==> src/rtl/common_pseudo_lru_alloc_ctrl_pkg.sv <==
// Shared definitions for the pseudo-LRU allocation controller family.
package common_pseudo_lru_alloc_ctrl_pkg;

    // Allocation sequencer states (binary, 2 bits).
    localparam logic [1:0] ST_IDLE   = 2'd0;
    localparam logic [1:0] ST_PICK   = 2'd1;
    localparam logic [1:0] ST_FILL   = 2'd2;
    localparam logic [1:0] ST_COMMIT = 2'd3;

    // Number of entries managed for a given log2 entry count.
    function automatic int unsigned calc_entry_count(input int unsigned count_log2);
        return 32'd1 << count_log2;
    endfunction

endpackage

==> src/rtl/common_pseudo_lru_alloc_candidate.sv <==
// Candidate mask generator: prefer free entries, else any unlocked entry.
module common_pseudo_lru_alloc_candidate #(
    parameter int unsigned N = 8
) (
    input  logic [N-1:0] entry_valid_i,
    input  logic [N-1:0] lock_mask_i,
    output logic [N-1:0] cand_o,
    output logic         any_cand_o
);

    logic [N-1:0] free;
    logic         any_free;

    // Free entries win; only when none exist do valid unlocked entries become eviction candidates.
    always_comb begin
        free       = ~entry_valid_i & ~lock_mask_i;
        any_free   = |free;
        cand_o     = any_free ? free : ~lock_mask_i;
        any_cand_o = |cand_o;
    end

endmodule

==> src/rtl/common_pseudo_lru_alloc_ctrl.sv <==
// Allocation controller wrapped around a one-hot pseudo-LRU picker: owns the valid
// bitmap, captures the victim, runs the refill handshake and commits the result.
module common_pseudo_lru_alloc_ctrl
    import common_pseudo_lru_alloc_ctrl_pkg::*;
#(
    parameter  int unsigned SUBJECT_COUNT_LOG2 = 3,
    localparam int unsigned N                  = calc_entry_count(SUBJECT_COUNT_LOG2)
) (
    input  logic         clk,
    input  logic         resetn,
    input  logic         touch_valid,
    input  logic [N-1:0] touch_onehot,
    input  logic         inval_valid,
    input  logic [N-1:0] inval_mask,
    input  logic [N-1:0] lock_mask,
    input  logic         alloc_valid,
    output logic         alloc_ready,
    output logic         fill_req_valid,
    output logic [N-1:0] fill_req_onehot,
    input  logic         fill_done,
    output logic         alloc_resp_valid,
    output logic [N-1:0] alloc_resp_onehot,
    output logic [N-1:0] entry_valid,
    output logic [N-1:0] plru_waddr,
    output logic         plru_wen,
    output logic [N-1:0] plru_dvalid,
    input  logic [N-1:0] plru_qaddr
);

    logic [1:0]   state_q, state_d;
    logic [N-1:0] victim_q, victim_d;
    logic [N-1:0] entry_valid_q, entry_valid_d;
    logic [N-1:0] cand;
    logic         any_cand;
    logic [N-1:0] inval_eff;

    common_pseudo_lru_alloc_candidate #(
        .N (N)
    ) u_candidate (
        .entry_valid_i (entry_valid_q),
        .lock_mask_i   (lock_mask),
        .cand_o        (cand),
        .any_cand_o    (any_cand)
    );

    assign plru_dvalid = cand;
    assign entry_valid = entry_valid_q;
    assign inval_eff   = inval_valid ? inval_mask : '0;

    // Next-state, victim capture and valid-bitmap update.
    always_comb begin
        state_d       = state_q;
        victim_d      = victim_q;
        entry_valid_d = entry_valid_q;
        unique case (state_q)
            ST_IDLE: begin
                if (alloc_valid && any_cand) begin
                    state_d = ST_PICK;
                end
            end
            ST_PICK: begin
                victim_d = plru_qaddr;
                // Candidates can vanish under a lock change; keep sampling until one appears.
                if (plru_qaddr != '0) begin
                    entry_valid_d = entry_valid_q & ~plru_qaddr;
                    state_d       = ST_FILL;
                end
            end
            ST_FILL: begin
                if (fill_done) begin
                    state_d = ST_COMMIT;
                end
            end
            ST_COMMIT: begin
                entry_valid_d = entry_valid_q | victim_q;
                state_d       = ST_IDLE;
            end
            default: begin
                state_d = ST_IDLE;
            end
        endcase
        // Invalidation applies last so it wins over a same-cycle commit.
        entry_valid_d = entry_valid_d & ~inval_eff;
    end

    // Handshake outputs and picker update port; commit owns the update port.
    always_comb begin
        alloc_ready       = 1'b0;
        fill_req_valid    = 1'b0;
        fill_req_onehot   = '0;
        alloc_resp_valid  = 1'b0;
        alloc_resp_onehot = '0;
        plru_wen          = touch_valid;
        plru_waddr        = touch_onehot;
        unique case (state_q)
            ST_IDLE: begin
                alloc_ready = any_cand;
            end
            ST_PICK: begin
            end
            ST_FILL: begin
                fill_req_valid  = 1'b1;
                fill_req_onehot = victim_q;
            end
            ST_COMMIT: begin
                alloc_resp_valid  = 1'b1;
                alloc_resp_onehot = victim_q;
                plru_wen          = 1'b1;
                plru_waddr        = victim_q;
            end
            default: begin
            end
        endcase
    end

    // State registers with asynchronous active-low reset.
    always_ff @(posedge clk or negedge resetn) begin
        if (!resetn) begin
            state_q       <= ST_IDLE;
            victim_q      <= '0;
            entry_valid_q <= '0;
        end else begin
            state_q       <= state_d;
            victim_q      <= victim_d;
            entry_valid_q <= entry_valid_d;
        end
    end

endmodule

==> config.mk <==
export PLATFORM = sky130hd
export DESIGN_NAME = common_pseudo_lru_alloc_ctrl
export DESIGN_NICKNAME = d
export VERILOG_FILES = /design/src/rtl/common_pseudo_lru_alloc_ctrl_pkg.sv /design/src/rtl/common_pseudo_lru_alloc_candidate.sv /design/src/rtl/common_pseudo_lru_alloc_ctrl.sv
export SDC_FILE = /design/constraint.sdc
export NUM_CORES = 1
export LEC_CHECK = 0
export CAP_MARGIN = 20
export CORE_MARGIN = 4
export CORE_UTILIZATION = 39
export DETAILED_ROUTE_END_ITERATION = 12
export PLACE_DENSITY_LB_ADDON = 0.05
export SLEW_MARGIN = 5
export SYNTH_ARGS = -nofsm -noshare
export SYNTH_HDL_FRONTEND = slang
export SYNTH_SLANG_ARGS = --single-unit
==> constraint.sdc <==
create_clock -name clk -period 8.1 [get_ports clk]
set_input_delay 2.43 -clock clk [delete_from_list [all_inputs] [get_ports clk]]
set_output_delay 2.43 -clock clk [all_outputs]
set_load 0.05 [all_outputs]
==> results_tabular.tex <==
\begin{tabular}{lr}
\hline
Metric & Value \\
\hline
\multicolumn{2}{l}{\textbf{Run status}} \\
\quad Result of the run & complete, no violations \\
\multicolumn{2}{l}{\textbf{Layout}} \\
\quad Layout cell share with drive strength beyond 1 & 0.142 \\
\quad Fillers & between 200 and 300 \\
\quad Final Cell Area & 2160 um\^{}2 \\
\quad Growth of design area from synthesis to finish & 69.6\% \\
\quad Utilization after layout & 0.702 \\
\quad Number of diodes added for antenna fixing & 0 \\
\quad Net count of the finished layout & approximately 250 \\
\multicolumn{2}{l}{\textbf{Logic synthesis}} \\
\quad Yosys warning total & 0 \\
\quad Average cell area after synthesis & approximately 10 um\^{}2 \\
\quad Top FF cell, synth & sky130\_fd\_sc\_hd\_\_dfrtp\_1 \\
\quad Count of cell types in the netlist & 24 \\
\quad Number of synthesized flops with an enable pin & 0 \\
\quad Cells taking the most area after synthesis & sky130\_fd\_sc\_hd\_\_dfrtp\_1 (35\%), sky130\_fd\_sc\_hd\_\_mux2\_2 (14\%), sky130\_fd\_sc\_hd\_\_and2\_1 (8.3\%), sky130\_fd\_sc\_hd\_\_a21oi\_1 (6.3\%), sky130\_fd\_sc\_hd\_\_o22ai\_4 (6.3\%) \\
\quad Number of standard cells after synthesis & 123 \\
\quad Async SR Flop Fraction & 1.00 \\
\quad Post-Synthesis Net Count & 166 \\
\quad Sequential element share of the synthesized area & 0.354 \\
\quad Total standard cell area after synthesis & roughly 1300 um\^{}2 \\
\quad Seq cells post-synth & 18 \\
\quad Area leader, netlist & sky130\_fd\_sc\_hd\_\_dfrtp\_1 \\
\quad Post-synth top area share & 0.354 \\
\multicolumn{2}{l}{\textbf{Critical path}} \\
\quad Maximum fanout encountered on the critical timing path & 8 \\
\quad Worst reg2reg path depth & 6 \\
\quad Nature of the critical path startpoint & input pin \\
\quad Startpoint of the lowest-slack register-to-register path & entry\_valid[2] \\
\quad Setup slack of the worst register-to-register path & $\sim$5.9 ns \\
\quad Worst EP required & $\sim$5.7 ns \\
\quad Critical Setup Path Class & in -> out \\
\quad Endpoint of the lowest-slack register-to-register path & state\_q[1] \\
\quad Critical path endpoint category & output pin \\
\quad Endpoint arrival time on the critical path & about 5 ns \\
\multicolumn{2}{l}{\textbf{Routing}} \\
\quad TritonRoute pass-1 iters & 4 \\
\quad Number of design rule violations left after detail routing & 0 \\
\quad Final WL & between 3000 and 4000 um \\
\quad Routed len/inst & 15.9 um \\
\quad Remaining antenna violation count & 0 \\
\quad First DRT Iteration DRCs & between 60 and 70 \\
\quad Via count normalized by instance count & 5.25 \\
\quad Via count & 1301 \\
\multicolumn{2}{l}{\textbf{Job}} \\
\quad Max-cap violations & 0 \\
\multicolumn{2}{l}{\textbf{GRT}} \\
\quad Met2 usage in global routing & 0.342 \\
\quad First-pass GRT wire length & 6410 um \\
\quad M1 GR Usage & 0.231 \\
\quad Largest net degree at the start of global routing & 20 \\
\quad Gr usage total & 0.191 \\
\quad Number of antenna violations at the first check in global routing & 0 \\
\quad Top Usage Layer GRT & met2 \\
\quad Grt ovf & 0 \\
\quad Vias in the first global route & approximately 1400 \\
\quad Met3 routing resource usage after global routing & 0.0359 \\
\multicolumn{2}{l}{\textbf{Clock network}} \\
\quad Clk buf depth & 2 \\
\quad Latest clock arrival within the worst-skew pair & roughly 0.3 ns \\
\quad Buffers inserted during post-CTS setup optimization & 0 \\
\quad CTS tree & yes \\
\quad Sink Count & 18 \\
\quad Hold buffers post-CTS & 0 \\
\quad Clock Tree Root & sky130\_fd\_sc\_hd\_\_clkbuf\_4 \\
\quad Clock-pin slew on the worst setup and hold paths & approximately 0.1 ns \\
\quad Clock buffers created by TritonCTS & 3 \\
\quad H-tree levels & 1 \\
\quad CTS resizes & 0 \\
\multicolumn{2}{l}{\textbf{Power}} \\
\quad Maximum resistive drop on vdd & 0.267 mV \\
\quad Power per Cell Area & approximately 470 nW/um\^{}2 \\
\quad Standby leakage power & approximately 0.82 nW \\
\quad Final Power & just over 1 mW \\
\multicolumn{2}{l}{\textbf{Die}} \\
\quad Die footprint & roughly 4200 um\^{}2 \\
\quad Core region area & 3080 um\^{}2 \\
\quad Starting density of the core & 0.414 \\
\quad Total number of placement rows & 20 \\
\quad Height of the die & approximately 65 um \\
\quad Number of I/O pins & just over 80 \\
\quad Die span in x & about 65 um \\
\multicolumn{2}{l}{\textbf{STA}} \\
\quad Max-slew violation count & 0 \\
\quad Max-slew headroom & 0.449 \\
\quad Total negative slack for setup checks & 0 ns \\
\quad Final setup violating endpoints & 0 \\
\quad Ratio of final minimum period to clock period & 0.917 \\
\quad Highest attainable clock frequency & $\sim$130 MHz \\
\quad Minimum clock period after layout & 7.43 ns \\
\quad RSZ-0062 raised after global routing & no \\
\quad Slew at the pin closest to its max-slew limit & a little over 0.8 ns \\
\quad Hold violation count in the final report & 0 \\
\quad Clock tree skew after final layout & about 0.013 ns \\
\multicolumn{2}{l}{\textbf{Hold path}} \\
\quad Origin of the worst min-delay path & victim\_q[5] \\
\quad Endpoint of the worst hold path & victim\_q[5] \\
\quad Hold Crit Class & reg -> reg \\
\quad Worst Hold Path Cells & 1 \\
\multicolumn{2}{l}{\textbf{Placement}} \\
\quad Number of I/O port buffers & 81 \\
\quad Placement Cell Area & about 2100 um\^{}2 \\
\quad Weighted congestion reported at the end of routability-driven placement & 0.846 \\
\quad Total half-perimeter wirelength after legalization and detailed placement & approximately 3200 um \\
\hline
\end{tabular}
## cells in the final DEF, fill, tap and decap left out, types with 2 or more instances in the layout
cell type / n
sky130_fd_sc_hd__a21oi_1: 16
sky130_fd_sc_hd__and2_1: 17
sky130_fd_sc_hd__clkbuf_4: 3
sky130_fd_sc_hd__clkdlybuf4s50_1: 81
sky130_fd_sc_hd__dfrtp_1: 18
sky130_fd_sc_hd__ha_1: 5
sky130_fd_sc_hd__inv_1: 2
sky130_fd_sc_hd__mux2_2: 16
sky130_fd_sc_hd__nand2_1: 8
sky130_fd_sc_hd__nor2_1: 11
sky130_fd_sc_hd__o22ai_1: 4
sky130_fd_sc_hd__o22ai_4: 4
sky130_fd_sc_hd__o41a_1: 7
## flip-flops by register name, summed over array words and instances, names as in the netlist
signal and flops:
entry_valid 8, victim_q 8, state_q 2
## how the worst max path moves through the flow
stage               cells after the start    startpoint     endpoint  slack (ns)
CTS                                     7  lock_mask[6]  alloc_ready        0.68
global route                            7  lock_mask[6]  alloc_ready        0.60
finish                                  7  lock_mask[6]  alloc_ready        0.67
floorplan                               5  lock_mask[6]  alloc_ready        1.86
detailed placement                      7  lock_mask[6]  alloc_ready        0.69
global placement                        7  lock_mask[6]  alloc_ready        0.76
## cell type report
type	instances	area (um^2)	area share
multi-input cells	99	801	0.371
repair buffers	81	811	0.375
clock buffers	4	36.3	0.0168
flip-flops and latches	18	450	0.208
inverters	2	7.51	0.00347
well taps	44	55.1	0.0255
## power by group
part / total [mW] / switching (mW) / internal (mW)
combinational: 0.771 / 0.480 / 0.291
clock: 0.0556 / 0.0282 / 0.0274
sequential: 0.197 / 0.0606 / 0.136
total: 1.02 / 0.569 / 0.455
## cells in the mapped netlist, types with 2 or more instances
| master | count |
|---|---|
| sky130_fd_sc_hd__dfrtp_1 | 18 |
| sky130_fd_sc_hd__o41a_1 | 7 |
| sky130_fd_sc_hd__nor2_1 | 11 |
| sky130_fd_sc_hd__clkbuf_1 | 3 |
| sky130_fd_sc_hd__a21oi_1 | 16 |
| sky130_fd_sc_hd__ha_1 | 5 |
| sky130_fd_sc_hd__o22ai_1 | 4 |
| sky130_fd_sc_hd__mux2_2 | 16 |
| sky130_fd_sc_hd__inv_1 | 2 |
| sky130_fd_sc_hd__and2_1 | 17 |
| sky130_fd_sc_hd__o22ai_4 | 4 |
| sky130_fd_sc_hd__nand2_1 | 8 |
## worst max-delay path, cell delays in order
cell and delay, ns:
sky130_fd_sc_hd__clkdlybuf4s50_1 0.50, sky130_fd_sc_hd__o22ai_4 0.30, sky130_fd_sc_hd__o41a_1 0.23, sky130_fd_sc_hd__o22ai_1 0.08, sky130_fd_sc_hd__or4_4 0.57, sky130_fd_sc_hd__and2_1 0.19, sky130_fd_sc_hd__clkdlybuf4s50_1 0.70
## layer usage
| layer | vias to the layer above | share of wire |
|---|---|---|
| met1 | 624 | 0.42 |
| met4 | 0 | 0.010 |
| met5 | - | 0 |
| li1 | 621 | - |
| met3 | 4 | 0.070 |
| met2 | 52 | 0.50 |
## kinds of logic (layout without fill, tap and decap cells)
| kind of cell | after synthesis | after routing | synth area share |
|---|---|---|---|
| AOI/OAI and AO/OA | 33 | 33 | 0.239 |
| muxes | 18 | 18 | 0.161 |
| buffers and inverters | 6 | 87 | 0.0177 |
| and+or+nand+nor | 43 | 43 | 0.180 |
| adders and majority gates | 5 | 5 | 0.0491 |
| DFF | 18 | 18 | 0.354 |
## stage by stage
stage	std cells	hold WS, ns	worst slack, ns
global route	248	0.596	0.597
CTS	248	0.576	0.680
global placement	244	0.529	0.757
detailed placement	244	0.552	0.687
floorplan	123	0.504	1.86
finish	248	0.568	0.669
No activity file was read; power rests on OpenSTA's default activity.
